`src/rtl/timer_pkg.sv`:
```
// Shared constants for the timer blocks: width, direction encodings,
// prescaler select codes and the counter limits.
package timer_pkg;

   localparam int TIMER_WIDTH = 8;

   localparam logic DIR_UP   = 1'b0;
   localparam logic DIR_DOWN = 1'b1;

   localparam logic [1:0] CKS_DIV2  = 2'b00;
   localparam logic [1:0] CKS_DIV4  = 2'b01;
   localparam logic [1:0] CKS_DIV8  = 2'b10;
   localparam logic [1:0] CKS_DIV16 = 2'b11;

   localparam logic [TIMER_WIDTH-1:0] CNT_MAX = '1;
   localparam logic [TIMER_WIDTH-1:0] CNT_MIN = '0;

endpackage

```
`src/rtl/edge_rise_det.sv`:
```
// One-cycle strobe on each rising edge of a pclk-derived level.
// No synchroniser: d must already be in the pclk domain.
module edge_rise_det (
   input  logic pclk,
   input  logic presetn,
   input  logic d,
   output logic rise
);

   logic d_q;
   logic d_d;

   always_comb d_d = d;

   always_ff @(posedge pclk or negedge presetn) begin
      if (!presetn) d_q <= 1'b0;
      else          d_q <= d_d;
   end

   assign rise = d & ~d_q;

endmodule

```
`src/rtl/timer_counter8.sv`:
```
// Up/down timer count core with sticky ovf/udf flags and registered irq.
// Define TIMER_AUTO_RELOAD_EN to reload cnt from tdr on overflow/underflow.
module timer_counter8
   import timer_pkg::*;
#(
   parameter int               WIDTH   = TIMER_WIDTH,
   parameter logic [WIDTH-1:0] RST_VAL = '0
) (
   input  logic             pclk,
   input  logic             presetn,
   input  logic             clk_in,
   input  logic             en,
   input  logic             dir,
   input  logic             load,
   input  logic [WIDTH-1:0] tdr,
   input  logic             clr_ovf,
   input  logic             clr_udf,
   input  logic             ovie,
   input  logic             udie,
   output logic [WIDTH-1:0] cnt,
   output logic             ovf,
   output logic             udf,
   output logic             irq
);

   logic             tick;
   logic [WIDTH-1:0] cnt_q, cnt_d;
   logic             ovf_q, ovf_d;
   logic             udf_q, udf_d;
   logic             irq_q, irq_d;
   logic             wrap;

   edge_rise_det u_rise (
      .pclk    (pclk),
      .presetn (presetn),
      .d       (clk_in),
      .rise    (tick)
   );

   always_comb begin
      cnt_d = cnt_q;
      wrap  = 1'b0;
      // Clear first so a same-cycle set event wins.
      ovf_d = ovf_q & ~clr_ovf;
      udf_d = udf_q & ~clr_udf;
      if (load) begin
         cnt_d = tdr;
      end else if (en && tick) begin
         if (dir == DIR_UP) begin
            cnt_d = cnt_q + 1'b1;
            if (cnt_q == {WIDTH{1'b1}}) begin
               wrap  = 1'b1;
               ovf_d = 1'b1;
            end
         end else begin
            cnt_d = cnt_q - 1'b1;
            if (cnt_q == {WIDTH{1'b0}}) begin
               wrap  = 1'b1;
               udf_d = 1'b1;
            end
         end
`ifdef TIMER_AUTO_RELOAD_EN
         if (wrap) cnt_d = tdr;
`endif
      end
      irq_d = (ovf_d & ovie) | (udf_d & udie);
   end

   always_ff @(posedge pclk or negedge presetn) begin
      if (!presetn) begin
         cnt_q <= RST_VAL;
         ovf_q <= 1'b0;
         udf_q <= 1'b0;
         irq_q <= 1'b0;
      end else begin
         cnt_q <= cnt_d;
         ovf_q <= ovf_d;
         udf_q <= udf_d;
         irq_q <= irq_d;
      end
   end

   assign cnt = cnt_q;
   assign ovf = ovf_q;
   assign udf = udf_q;
   assign irq = irq_q;

endmodule

```
`config.mk`:
```
export PLATFORM = sky130hd
export DESIGN_NAME = timer_counter8
export DESIGN_NICKNAME = d
export VERILOG_FILES = /design/src/rtl/timer_pkg.sv /design/src/rtl/edge_rise_det.sv /design/src/rtl/timer_counter8.sv
export SDC_FILE = /design/constraint.sdc
export NUM_CORES = 1
export LEC_CHECK = 0
export BUFFER_PORTS_ARGS = -buffer_cell sky130_fd_sc_hd__buf_2
export CAP_MARGIN = 40
export CORE_MARGIN = 2
export CORE_UTILIZATION = 52
export DETAILED_ROUTE_END_ITERATION = 7
export PLACE_DENSITY = 0.82
export RECOVER_POWER = 25
export SYNTH_ARGS = -nofsm -noshare
export SYNTH_HDL_FRONTEND = slang
export SYNTH_SLANG_ARGS = --single-unit
```
`constraint.sdc`:
```
create_clock -name pclk -period 3 [get_ports pclk]
set_input_delay 0.6 -clock pclk [delete_from_list [all_inputs] [get_ports pclk]]
set_output_delay 0.6 -clock pclk [all_outputs]
set_load 0.01 [all_outputs]
```
==> results.sh <==
export IMPL_syn_nets=122
export IMPL_synth_cells=97
export IMPL_die_w_um=44.7
export IMPL_hold_viol_final=0
export IMPL_slew_headroom_pct=55.9
export IMPL_ys_types=31
export IMPL_route_detailed_drc=0
export IMPL_maxCapViolations=0
export IMPL_fin_crit_ns=2.17
export IMPL_dp_hpwl_um=1470
export IMPL_row_count=14
export IMPL_avgSynthCellArea_um2=8.86
export IMPL_fin_skew_ns=0.00531
export IMPL_top_usage_layer="met2"
export IMPL_numCtsBuffers=3
export IMPL_seqPwrFrac_pct=42.1
export IMPL_wl_um=1930
export IMPL_p_sw_mw=0.154
export IMPL_drt_iter0_drc=10
export IMPL_setup_slack_ns=0.826
export IMPL_timing_rr_end="cnt[6]$_DFFE_PN0P_"
export IMPL_synth_area_um2=860
export IMPL_finalSetupViolCount=0
export IMPL_slew_viol_final=0
export IMPL_crit_type="input port to flop"
export IMPL_ir_drop_v=0.000311
export IMPL_coreArea_um2=1520
export IMPL_swShare_pct=33.2
export IMPL_grt_pass1_vias=780
export IMPL_r2r_start="cnt[0]$_DFFE_PN0P_"
export IMPL_use_met2_pct=37.1
export IMPL_synth_seq_cells=12
export IMPL_dp_slack_ns=0.579
export IMPL_fin_crit_sh_pct=72.5
export IMPL_p_clk_share_pct=28.0
export IMPL_routedWlPerCell_um=13.6
export IMPL_place_port_buffers=28
export IMPL_drive_above_1_share_pct=26.2
export IMPL_most_common_layout_cells="buf_2 (27), dfrtp_1 (12), nand2_1 (10), a21oi_1 (10)"
export IMPL_clk_latency_ns=0.28
export IMPL_power_density_nw_per_um2=447
export IMPL_pin_count=29
export IMPL_r2r_cells=7
export IMPL_use_met1_pct=30.7
export IMPL_worstMarginPinSlew_ns=0.661
export IMPL_critPathLaunch="dir"
export IMPL_leakagePower_nw=0.507
export IMPL_cp_max_fo=9
export IMPL_power_frac_comb_pct=29.9
export IMPL_antenna_found_initial=0
export IMPL_tns_ns=0
export IMPL_grt_max_degree=26
export IMPL_gp_congestion=0.860
export IMPL_start_kind="input port"
export IMPL_clock_sinks=12
export IMPL_crit_path_end="cnt[6]$_DFFE_PN0P_"
export IMPL_hold_buffers=0
export IMPL_clock_fmax_ghz=0.460
export IMPL_ys_seq_area_share_pct=34.9
export IMPL_intPower_mw=0.311
export IMPL_reg2reg_slack_ns=1.01
export IMPL_grt_overflow=0
export IMPL_grt_pass1_wl_um=3370
export IMPL_hp_class="input port to async pin"
export IMPL_status="finished clean"
export IMPL_final_common_cell="buf_2"
export IMPL_vias_per_cell=5.84
export IMPL_synth_area_leaders="dfrtp_1 (35%), ha_1 (8.7%), a21oi_1 (5.8%)"
export IMPL_yosysTopAreaCell="dfrtp_1"
export IMPL_initial_core_util_pct=56.4
export IMPL_cts_resized=0
export IMPL_grt_total_usage_pct=23.1
export IMPL_use_met3_pct=4.90
export IMPL_htree_levels=1
export IMPL_dieArea_um2=1990
export IMPL_die_h_um=44.7
export IMPL_layout_nets=152
export IMPL_cts_setup_buffers=0
export IMPL_cts_root_buffer_cell="clkbuf_4"
export IMPL_ant_nets=0
export IMPL_synth_top_cell_area_share_pct=34.9
export IMPL_yosys_warnings=0
export IMPL_vias=829
export IMPL_clockBufferDepth=2
export IMPL_clk_pin_slew_worst_paths_ns=0.08
export IMPL_utilization_pct=68.5
export IMPL_rsz0062_at_grt="false"
export IMPL_endpoint_kind="flop"
export IMPL_first_pass_iters=4
export IMPL_required_ns=3.21
export IMPL_antenna_cells=0
export IMPL_critical_path_arrival_ns=2.39
export IMPL_syn_to_final_growth_pct=21.4
export IMPL_cts_tree="done"
## metrics by stage
step	cell area [um2]	power, mW	std cells	hold slack [ns]
after CTS	1040	0.468	142	0.196
after global routing	1040	0.497	142	0.382
after detailed placement	1010	0.338	138	0.497
after global placement	1010	0.332	138	0.494
after floorplan	860	0.287	97	0.304
final	1040	0.466	142	0.316
## worst min path at each step
stage          cells after the start    start                    to
2_1_floorplan                      0  presetn    cnt[0]$_DFFE_PN0P_
3_3_place_gp                       1  presetn  u_rise.d_q$_DFF_PN0_
3_5_place_dp                       1  presetn  u_rise.d_q$_DFF_PN0_
4_1_cts                            1  presetn    cnt[6]$_DFFE_PN0P_
5_1_grt                            1  presetn    cnt[6]$_DFFE_PN0P_
6_report                           1  presetn  u_rise.d_q$_DFF_PN0_
## cells by family (layout without fill, tap and decap cells)
group	after synthesis	in the layout	share of synthesized area [%]
AO/OA/AOI/OAI	31	31	23.7
flip-flops	12	12	34.9
buffers and inverters	9	38	3.93
XOR/XNOR	2	2	2.04
adder cells (fa/ha/maj)	7	7	11.1
AND/OR/NAND/NOR	36	36	24.3
## worst max-delay path, stage by stage
cell and delay, ns:
buf_2 0.19, inv_1 0.15, fa_1 0.45, nor2b_1 0.23
o31a_1 0.19, o21ai_1 0.09, a2111o_1 0.41, nand4_1 0.07
## area by class of cell
cell class                      count  area, um2
Inverter                            6       22.5
Timing Repair Buffer               28        139
Tap cell                           16       20.0
Sequential cell                    12        300
Multi-Input combinational cell     76        526
Fill cell                         133        480
Clock buffer                        4       36.3
## power by group through the flow
stage	clock, mW	combinational (mW)	sequential (mW)
after floorplan	0	0.0874	0.200
after global placement	0	0.135	0.197
after detailed placement	0	0.139	0.199
after CTS	0.132	0.140	0.196
after global routing	0.139	0.159	0.199
final	0.130	0.139	0.196
## sequential cells by signal (all words and copies together) (netlist names)
register    cells
cnt             8
udf             1
u_rise.d_q      1
irq             1
ovf             1
## synth_stat cells (all sizes together)
cell / instances
dfrtp: 12
a21oi: 10
nand2: 10
o21ai: 8
ha: 6
inv: 6
nand3: 4
nor2: 4
nor4: 4
a211oi: 3
clkbuf: 3
nor2b: 3
nor3b: 3
a21o: 2
and3b: 2
nand3b: 2
nand4: 2
xnor2: 2
a2111o: 1
a22o: 1
a41o: 1
fa: 1
nor3: 1
o21a: 1
o22ai: 1
o31a: 1
o31ai: 1
o32ai: 1
or4: 1
## metal layers
metal  part of all wire (%)  wire, um
met1                     44       843
met2                     48       929
met3                    6.5       125
met4                    1.6        31
met5                      0         0
Note: power is estimated with default switching activity, not from simulation.
